[config.mk]
export PLATFORM = sky130hd
export DESIGN_NAME = spectral_peak_detect
export DESIGN_NICKNAME = d
export VERILOG_FILES = /design/src/rtl/spectral_peak_detect.sv
export SDC_FILE = /design/constraint.sdc
export NUM_CORES = 1
export LEC_CHECK = 0
export BUFFER_PORTS_ARGS = -buffer_cell sky130_fd_sc_hd__buf_2
export CAP_MARGIN = 20
export CELL_PAD_IN_SITES_DETAIL_PLACEMENT = 1
export CELL_PAD_IN_SITES_GLOBAL_PLACEMENT = 2
export CORE_MARGIN = 3
export CORE_UTILIZATION = 35
export DETAILED_ROUTE_END_ITERATION = 8
export GPL_TIMING_DRIVEN = 0
export HOLD_SLACK_MARGIN = 0.15
export MAX_ROUTING_LAYER = met4
export PLACE_DENSITY = 0.85
export SYNTH_ARGS = -nofsm -noshare
export SYNTH_HDL_FRONTEND = slang
export SYNTH_SLANG_ARGS = --single-unit
[constraint.sdc]
create_clock -name clk -period 9.65 [get_ports clk]
set_clock_uncertainty 0.1 [all_clocks]
set_input_delay 1.93 -clock clk [delete_from_list [all_inputs] [get_ports clk]]
set_output_delay 1.93 -clock clk [all_outputs]
set_load 0.01 [all_outputs]
[src/rtl/spectral_peak_detect.sv]
// Per-band spectral peak search over one FFT magnitude frame.
// Reports max magnitude and its bin per band, with an overrun/sync error flag.
module spectral_peak_detect #(
  parameter int unsigned DATA_W  = 12,
  parameter int unsigned FFT_LEN = 64,
  parameter int unsigned N_BANDS = 2,
  parameter int unsigned BIN_W   = $clog2(FFT_LEN)
) (
  input  logic                       clk,
  input  logic                       rst,
  input  logic                       s_valid,
  input  logic [DATA_W-1:0]          s_data,
  input  logic                       s_last,
  input  logic [N_BANDS*BIN_W-1:0]   band_lo,
  input  logic [N_BANDS*BIN_W-1:0]   band_hi,
  output logic                       m_valid,
  input  logic                       m_ready,
  output logic [N_BANDS*DATA_W-1:0]  m_peak,
  output logic [N_BANDS*BIN_W-1:0]   m_bin,
  output logic [N_BANDS-1:0]         m_hit,
  output logic                       overrun,
  output logic                       sync_err,
  input  logic                       clr_err
);

  localparam logic [BIN_W-1:0] LAST_BIN = BIN_W'(FFT_LEN - 1);

  logic [BIN_W-1:0]          cnt_q, cnt_d;
  logic [N_BANDS*BIN_W-1:0]  lo_q, lo_d, hi_q, hi_d;
  logic [N_BANDS*DATA_W-1:0] run_max_q, run_max_d;
  logic [N_BANDS*BIN_W-1:0]  run_bin_q, run_bin_d;
  logic [N_BANDS-1:0]        run_hit_q, run_hit_d;
  logic                      m_valid_q, m_valid_d;
  logic [N_BANDS*DATA_W-1:0] m_peak_q, m_peak_d;
  logic [N_BANDS*BIN_W-1:0]  m_bin_q, m_bin_d;
  logic [N_BANDS-1:0]        m_hit_q, m_hit_d;
  logic                      overrun_q, overrun_d;
  logic                      sync_err_q, sync_err_d;

  logic [N_BANDS*BIN_W-1:0]  lo_eff, hi_eff;
  logic [N_BANDS*DATA_W-1:0] upd_max;
  logic [N_BANDS*BIN_W-1:0]  upd_bin;
  logic [N_BANDS-1:0]        upd_hit;
  logic                      frame_done, frame_drop;

  // Window bounds are taken live on bin 0 and from the captured copy afterwards
  assign lo_eff     = (cnt_q == '0) ? band_lo : lo_q;
  assign hi_eff     = (cnt_q == '0) ? band_hi : hi_q;
  assign frame_done = s_valid && (cnt_q == LAST_BIN);
  assign frame_drop = s_valid && s_last && (cnt_q != LAST_BIN);

  always_comb begin
    cnt_d      = cnt_q;
    lo_d       = lo_q;
    hi_d       = hi_q;
    run_max_d  = run_max_q;
    run_bin_d  = run_bin_q;
    run_hit_d  = run_hit_q;
    m_valid_d  = m_valid_q;
    m_peak_d   = m_peak_q;
    m_bin_d    = m_bin_q;
    m_hit_d    = m_hit_q;
    overrun_d  = overrun_q;
    sync_err_d = sync_err_q;
    upd_max    = run_max_q;
    upd_bin    = run_bin_q;
    upd_hit    = run_hit_q;

    // Strict greater-than keeps the earliest bin on ties
    for (int unsigned k = 0; k < N_BANDS; k++) begin
      if (s_valid &&
          (cnt_q >= lo_eff[k*BIN_W +: BIN_W]) &&
          (cnt_q <= hi_eff[k*BIN_W +: BIN_W]) &&
          (!run_hit_q[k] || (s_data > run_max_q[k*DATA_W +: DATA_W]))) begin
        upd_max[k*DATA_W +: DATA_W] = s_data;
        upd_bin[k*BIN_W +: BIN_W]   = cnt_q;
        upd_hit[k]                  = 1'b1;
      end
    end

    if (s_valid) begin
      if (cnt_q == '0) begin
        lo_d = band_lo;
        hi_d = band_hi;
      end
      cnt_d = (frame_done || frame_drop) ? '0 : cnt_q + BIN_W'(1);
    end

    if (frame_done || frame_drop) begin
      run_max_d = '0;
      run_bin_d = '0;
      run_hit_d = '0;
    end else begin
      run_max_d = upd_max;
      run_bin_d = upd_bin;
      run_hit_d = upd_hit;
    end

    if (clr_err) begin
      overrun_d  = 1'b0;
      sync_err_d = 1'b0;
    end
    if (frame_drop || (frame_done && !s_last)) sync_err_d = 1'b1;

    if (m_valid_q && m_ready) m_valid_d = 1'b0;

    if (frame_done) begin
      if (!m_valid_q || m_ready) begin
        m_valid_d = 1'b1;
        m_peak_d  = upd_max;
        m_bin_d   = upd_bin;
        m_hit_d   = upd_hit;
      end else begin
        overrun_d = 1'b1;
      end
    end
  end

  always_ff @(posedge clk or posedge rst) begin
    if (rst) begin
      cnt_q      <= '0;
      lo_q       <= '0;
      hi_q       <= '0;
      run_max_q  <= '0;
      run_bin_q  <= '0;
      run_hit_q  <= '0;
      m_valid_q  <= 1'b0;
      m_peak_q   <= '0;
      m_bin_q    <= '0;
      m_hit_q    <= '0;
      overrun_q  <= 1'b0;
      sync_err_q <= 1'b0;
    end else begin
      cnt_q      <= cnt_d;
      lo_q       <= lo_d;
      hi_q       <= hi_d;
      run_max_q  <= run_max_d;
      run_bin_q  <= run_bin_d;
      run_hit_q  <= run_hit_d;
      m_valid_q  <= m_valid_d;
      m_peak_q   <= m_peak_d;
      m_bin_q    <= m_bin_d;
      m_hit_q    <= m_hit_d;
      overrun_q  <= overrun_d;
      sync_err_q <= sync_err_d;
    end
  end

  assign m_valid  = m_valid_q;
  assign m_peak   = m_peak_q;
  assign m_bin    = m_bin_q;
  assign m_hit    = m_hit_q;
  assign overrun  = overrun_q;
  assign sync_err = sync_err_q;

endmodule

==> flow_summary.toml, run 1 <==
[run_status]
status = "completed"

[clock_network]
post_cts_buffers = 0
cts_tree = "built"
clkSinkCount = 109
cts_buffers = 9
ctsResizeCount = 0
cts_root_buffer = "clkbuf_16"
cts_buffer_depth = 2
htreeDepth = 3
ctsHoldBuffers = 0
clk_pin_slew_worst_paths_ns = 0.07
clk_latency_ns = 0.35

[worst_setup_path]
slowest_stage = "nor3_1"
cp_data_required_time_ns = 9.82
crit_top_cell = "buf_2"
crit_arrival_ns = 4.76
r2r_start = "cnt_q[2]"
start_kind = "register"
path_class = "reg2reg"
path_max_fanout = 10
slowest_delay_ns = 0.77
end_kind = "register"
critical_path.cell_chain = "buf_2 > nor4_1 > and2_1 > clkbuf_1 > buf_2 > mux2i_1 > ha_1 > and4_1 > o21ai_2 > a32oi_1 > nor3_1 > buf_2 > nand4_1 > a31oi_1"
startpoint = "cnt_q[2]"

[floorplan]
core_area_um2 = 15940
start_util = 0.3594
fp.dieH_um = 134.0
die-area_um2 = 17940
io_pins = 83
die_x_um = 134.0
rows = 46

[yosys]
async_flop_share = 1.000
synthCells = 593
synth_cell_type_count = 40
synth.net_count = 685
post-synth-top-area-fraction = 0.4760
synthFlopType = "dfrtp_1"
avgSynthCellArea_um2 = 9.664
ys.warnings.count = 0
synth_top_area_cell = "dfrtp_1"
synth.area.top_cells = "dfrtp_1, ha_1, a21oi_1"
synth_edf_count = 0
syn_area_um2 = 5730
synth-seq-cells = 109
seq_area_frac_synth = 0.4760

[pwr]
irDropWorstVdd_mv = 0.1094
p_leak_nw = 3.140
powerDensity_nw_per_um2 = 174.5

[timing]
setup_ws_ns = 5.063
fin_hold_ws_ns = 0.3783
period_share = 0.4753
fmax_mhz = 218.0
drv_slew = 0
tightest_slew_ns = 0.9493
relSlewSlack = 0.3622
hold_viol = 0
min_period_ns = 4.587
fin_tns_setup_ns = 0
rsz0062_at_grt = "no"
finalSetupViolations = 0

[grt]
grt_overflow = 0
grt_pass1_vias = 5411
track_usage = 0.2044
grt_pass1_wl_um = 28100
grt_max_degree = 64
antenna_found_initial = 0

[finish]
layout_common_cells = "dfrtp_1, buf_2, a21oi_1"
syn2layout_area_growth_pct = 17.42
drive_gt1_frac = 0.1742
nFillCells = 1860
final_common_cell = "dfrtp_1"
nets = 779
num_antenna_cells = 0
final_area_um2 = 6729
stdcell_count = 905

[placed_design]
post-place-ws_ns = 4.930
place_congestion = 0.8372
port_buffers = 82
dpl.cell_count = 892
dp_hpwl_um = 13190
placedInstanceArea_um2 = 6441

[routing]
vias = 4911
antenna_left = 0
via_per_inst = 5.427
wl_um = 17380
drt_iter0_markers = 202
wl_per_cell_um = 19.20
drcViolationCount = 0
drt-pass1-iter-count = 4

[flow_run]
maxCapViolCount = 0

[hold_path]
min_path_type = "reg2reg"
holdCritStartpoint = "m_hit[1]"
-- synth_stat cells (3+ instances only) --
master	number
buf_1	5
ha_1	50
a21oi_1	77
a21o_1	6
mux2_2	8
o21a_1	4
nand3_1	10
nand4_1	33
nor2_1	69
buf_2	6
o21ai_0	49
a31oi_1	28
a211oi_1	4
nor2b_1	5
nand2_1	12
mux2i_1	20
dfrtp_1	109
clkbuf_1	22
and2_1	3
or3_1	5
nand2b_1	3
inv_1	33
nor3_1	4
-- critical path: cells and delay by family (launching register included) --
kind | cells | cell delay (ns)
simple gates | 5 | 1.60
fa+ha+maj | 1 | 0.33
buf+inv | 4 | 1.23
flops | 1 | 0.48
compound gates | 3 | 0.42
mux | 1 | 0.33
-- state kept, by name, indices dropped and copies added, names as in the netlist, 2 cells and up --
name / cells
m_peak: 24
cnt_q: 6
lo_q: 12
m_bin: 12
m_hit: 2
run_max_q: 24
run_hit_q: 2
hi_q: 12
run_bin_q: 12
-- per-stage QoR --
stage | util | total power, W
final | 0.4221 | 0.001174
after global placement | 0.4021 | 0.0007824
after CTS | 0.4221 | 0.001191
after global routing | 0.4221 | 0.001250
after floorplan | - | 0.0007195
after detailed placement | 0.4040 | 0.0008093
-- path summary, 6_finish.rpt --
kind	endpoint	slack, ns	cells after the start
setup / recovery	m_peak[16]	5.06	14
min in group asynchronous	m_bin[2]	1.57	2
max in group asynchronous	m_peak[19]	7.14	3
setup reg to reg	m_peak[16]	5.06	14
hold reg to reg	m_hit[1]	0.38	2
hold / removal	m_hit[1]	0.38	2
-- area by class of cell --
| type | instances | area [um2] | area share |
|---|---|---|---|
| plain buffers | 35 | 153.9 | 0.02287 |
| clock buffers | 11 | 252.7 | 0.03756 |
| clock inverters | 2 | 35.03 | 0.005206 |
| inverters | 33 | 126.4 | 0.01878 |
| multi-input cells | 416 | 2725 | 0.4050 |
| flip-flops and latches | 109 | 2728 | 0.4054 |
| well taps | 216 | 270.3 | 0.04016 |
| repair buffers | 83 | 437.9 | 0.06508 |
-- metal layers --
metal  share of wire  GRT usage  up-vias
met1            0.44     0.2522     2466
met4           0.013    0.04686        0
met3           0.042    0.04464       14
met2            0.50     0.3453      103
met5               0          -        -
li1                -          -     2328
-- where the power goes --
group          internal, W  total (W)  leakage, nW  switching (W)
registers         0.000502   0.000530         1.44      0.0000286
clock network     0.000211   0.000375        0.143       0.000164
logic             0.000112   0.000269         1.55       0.000157
-- cell families after synthesis --
| group | synth area share |
|---|---|
| AO/OA/AOI/OAI | 0.1751 |
| AND/OR/NAND/NOR | 0.1360 |
| flip-flops | 0.4760 |
| buffers and inverters | 0.04847 |
| adder cells (fa/ha/maj) | 0.1092 |
| multiplexers | 0.05066 |
| XOR/XNOR | 0.004586 |
(Power assumes the default switching activity.)
==> run 2: changes to the inputs <==
CORE_UTILIZATION = 32   (was 35)
PLACE_DENSITY = 0.82   (was 0.85)
clock period = 3.7 ns   (was 9.65 ns; I/O delays follow)
==> flow_summary.toml, run 2 (same netlist as run 1, synthesis figures left out) <==
[pwr]
powerDensity_nw_per_um2 = 455.2
p_leak_nw = 3.230
irDropWorstVdd_mv = 0.2326

[finish]
multiInputGateArea_um2 = 2927
final_common_cell = "dfrtp_1"
syn2layout_area_growth_pct = 24.41
nets = 793
regArea_um2 = 2734
drive_gt1_frac = 0.2394
nFillCells = 1988
stdcell_count = 932
layout_common_cells = "dfrtp_1, buf_2, a21oi_1"

[worst_setup_path]
crit_arrival_ns = 3.76
slowest_delay_ns = 0.60
critical_path.cell_chain = "nor4_4 > and2_4 > buf_12 > mux2i_4 > ha_1 > and4_1 > o21ai_2 > a32oi_2 > or4b_4 > buf_6 > or3_4 > a31oi_1"
start_kind = "register"
slowest_stage = "or4b_4"
path_buf_inv = 2
cp_top_family = "simple AND/OR/NAND/NOR gates"
path_class = "reg2reg"
cp.depth = 12
path_max_fanout = 10
end_kind = "register"
reg2reg_depth = 12
cp_data_required_time_ns = 3.88

[clock_network]
cts_buffers = 9
ctsHoldBuffers = 0
cts_buffer_depth = 2
clk_latency_ns = 0.36
htreeDepth = 3
clkSinkCount = 109
cts_tree = "built"
cts_root_buffer = "clkbuf_16"
clk_pin_slew_worst_paths_ns = 0.07

[routing]
drt_iter0_markers = 169
antenna_left = 0
drcViolationCount = 0
wl_per_cell_um = 19.80
drt-pass1-iter-count = 4
via_per_inst = 5.400
wl_um = 18450
vias = 5033

[grt]
grt_overflow = 0
grt_pass1_wl_um = 29210
grt_max_degree = 39
grt_pass1_vias = 5468
antenna_found_initial = 1
track_usage = 0.1932

[floorplan]
rows = 48
die_x_um = 139.8
die-area_um2 = 19550
core_area_um2 = 17420
fp.dieH_um = 139.8
io_pins = 83
start_util = 0.3290

[placed_design]
post-place-ws_ns = -0.9045
dp_hpwl_um = 13660
place_congestion = 0.8191
port_buffers = 82
dpl.cell_count = 903

[timing]
tightest_slew_ns = 0.6508
fmax_mhz = 279.6
fin_tns_setup_ns = 0
setup_ws_ns = 0.1239
hold_viol = 0
fin_hold_ws_ns = 0.3047
finalSetupViolations = 0
relSlewSlack = 0.5662
drv_slew = 0
min_period_ns = 3.576
period_share = 0.9665

[run_status]
status = "completed"

[flow_run]
maxCapViolCount = 0

[hold_path]
min_path_type = "in2async"
==> run 2: final cells by class <==
cell class	instances	area share
multi-input combinational	416	0.4105
clock buffer	10	0.03212
buffer	33	0.02492
antenna	1	0.0003510
inverter	33	0.01843
clock inverter	6	0.008951
tap	225	0.03949
timing repair buffer	99	0.08178
sequential	109	0.3835
==> run 2: repair_timing <==
action                                  4_1_cts  5_1_grt
buffers inserted                              4       10
resized for setup                            46       27
endpoints found under the setup margin       76       75
pin swaps                                     2        3
==> run 2: path summary, 6_finish.rpt <==
check                         start       end  slack, ns
setup / recovery           cnt_q[4]  m_bin[6]       0.12
hold / removal                  rst   hi_q[4]       0.30
setup reg to reg           cnt_q[4]  m_bin[6]       0.12
hold reg to reg            m_hit[1]  m_hit[1]       0.39
max in group asynchronous       rst  cnt_q[3]       2.45
min in group clk           m_hit[1]  m_hit[1]       0.39
==> run 2: layer usage <==
metal	wire, um	track usage
met1	8184	0.2409
met2	9226	0.3173
met3	662	0.03643
met4	376	0.06425
met5	0	-
==> run 2: worst register-to-register path, stage by stage (launching register included) <==
cell     delay, ns
dfrtp_2       0.52
nor4_4        0.24
and2_4        0.23
buf_12        0.16
mux2i_4       0.26
ha_1          0.29
and4_1        0.20
o21ai_2       0.07
a32oi_2       0.15
or4b_4        0.60
buf_6         0.17
or3_4         0.34
a31oi_1       0.17
==> run 2: through the flow <==
stage | power (W) | util | instance area (um2)
2_1_floorplan | 0.001877 | - | 5734
3_3_place_gp | 0.002043 | 0.3690 | 6426
3_5_place_dp | 0.002114 | 0.3728 | 6494
4_1_cts | 0.003190 | 0.3976 | 6925
5_1_grt | 0.003429 | 0.4093 | 7129
6_report | 0.003245 | 0.4093 | 7129
==> run 2: where the power goes <==
group / internal (W) / total (W) / leakage (nW) / switching, W
Clock: 0.000525 / 0.000979 / 0.138 / 0.000454
Combinational: 0.000397 / 0.000865 / 1.66 / 0.000469
Sequential: 0.00131 / 0.00140 / 1.43 / 0.0000921
Total: 0.00223 / 0.00325 / 3.23 / 0.00101
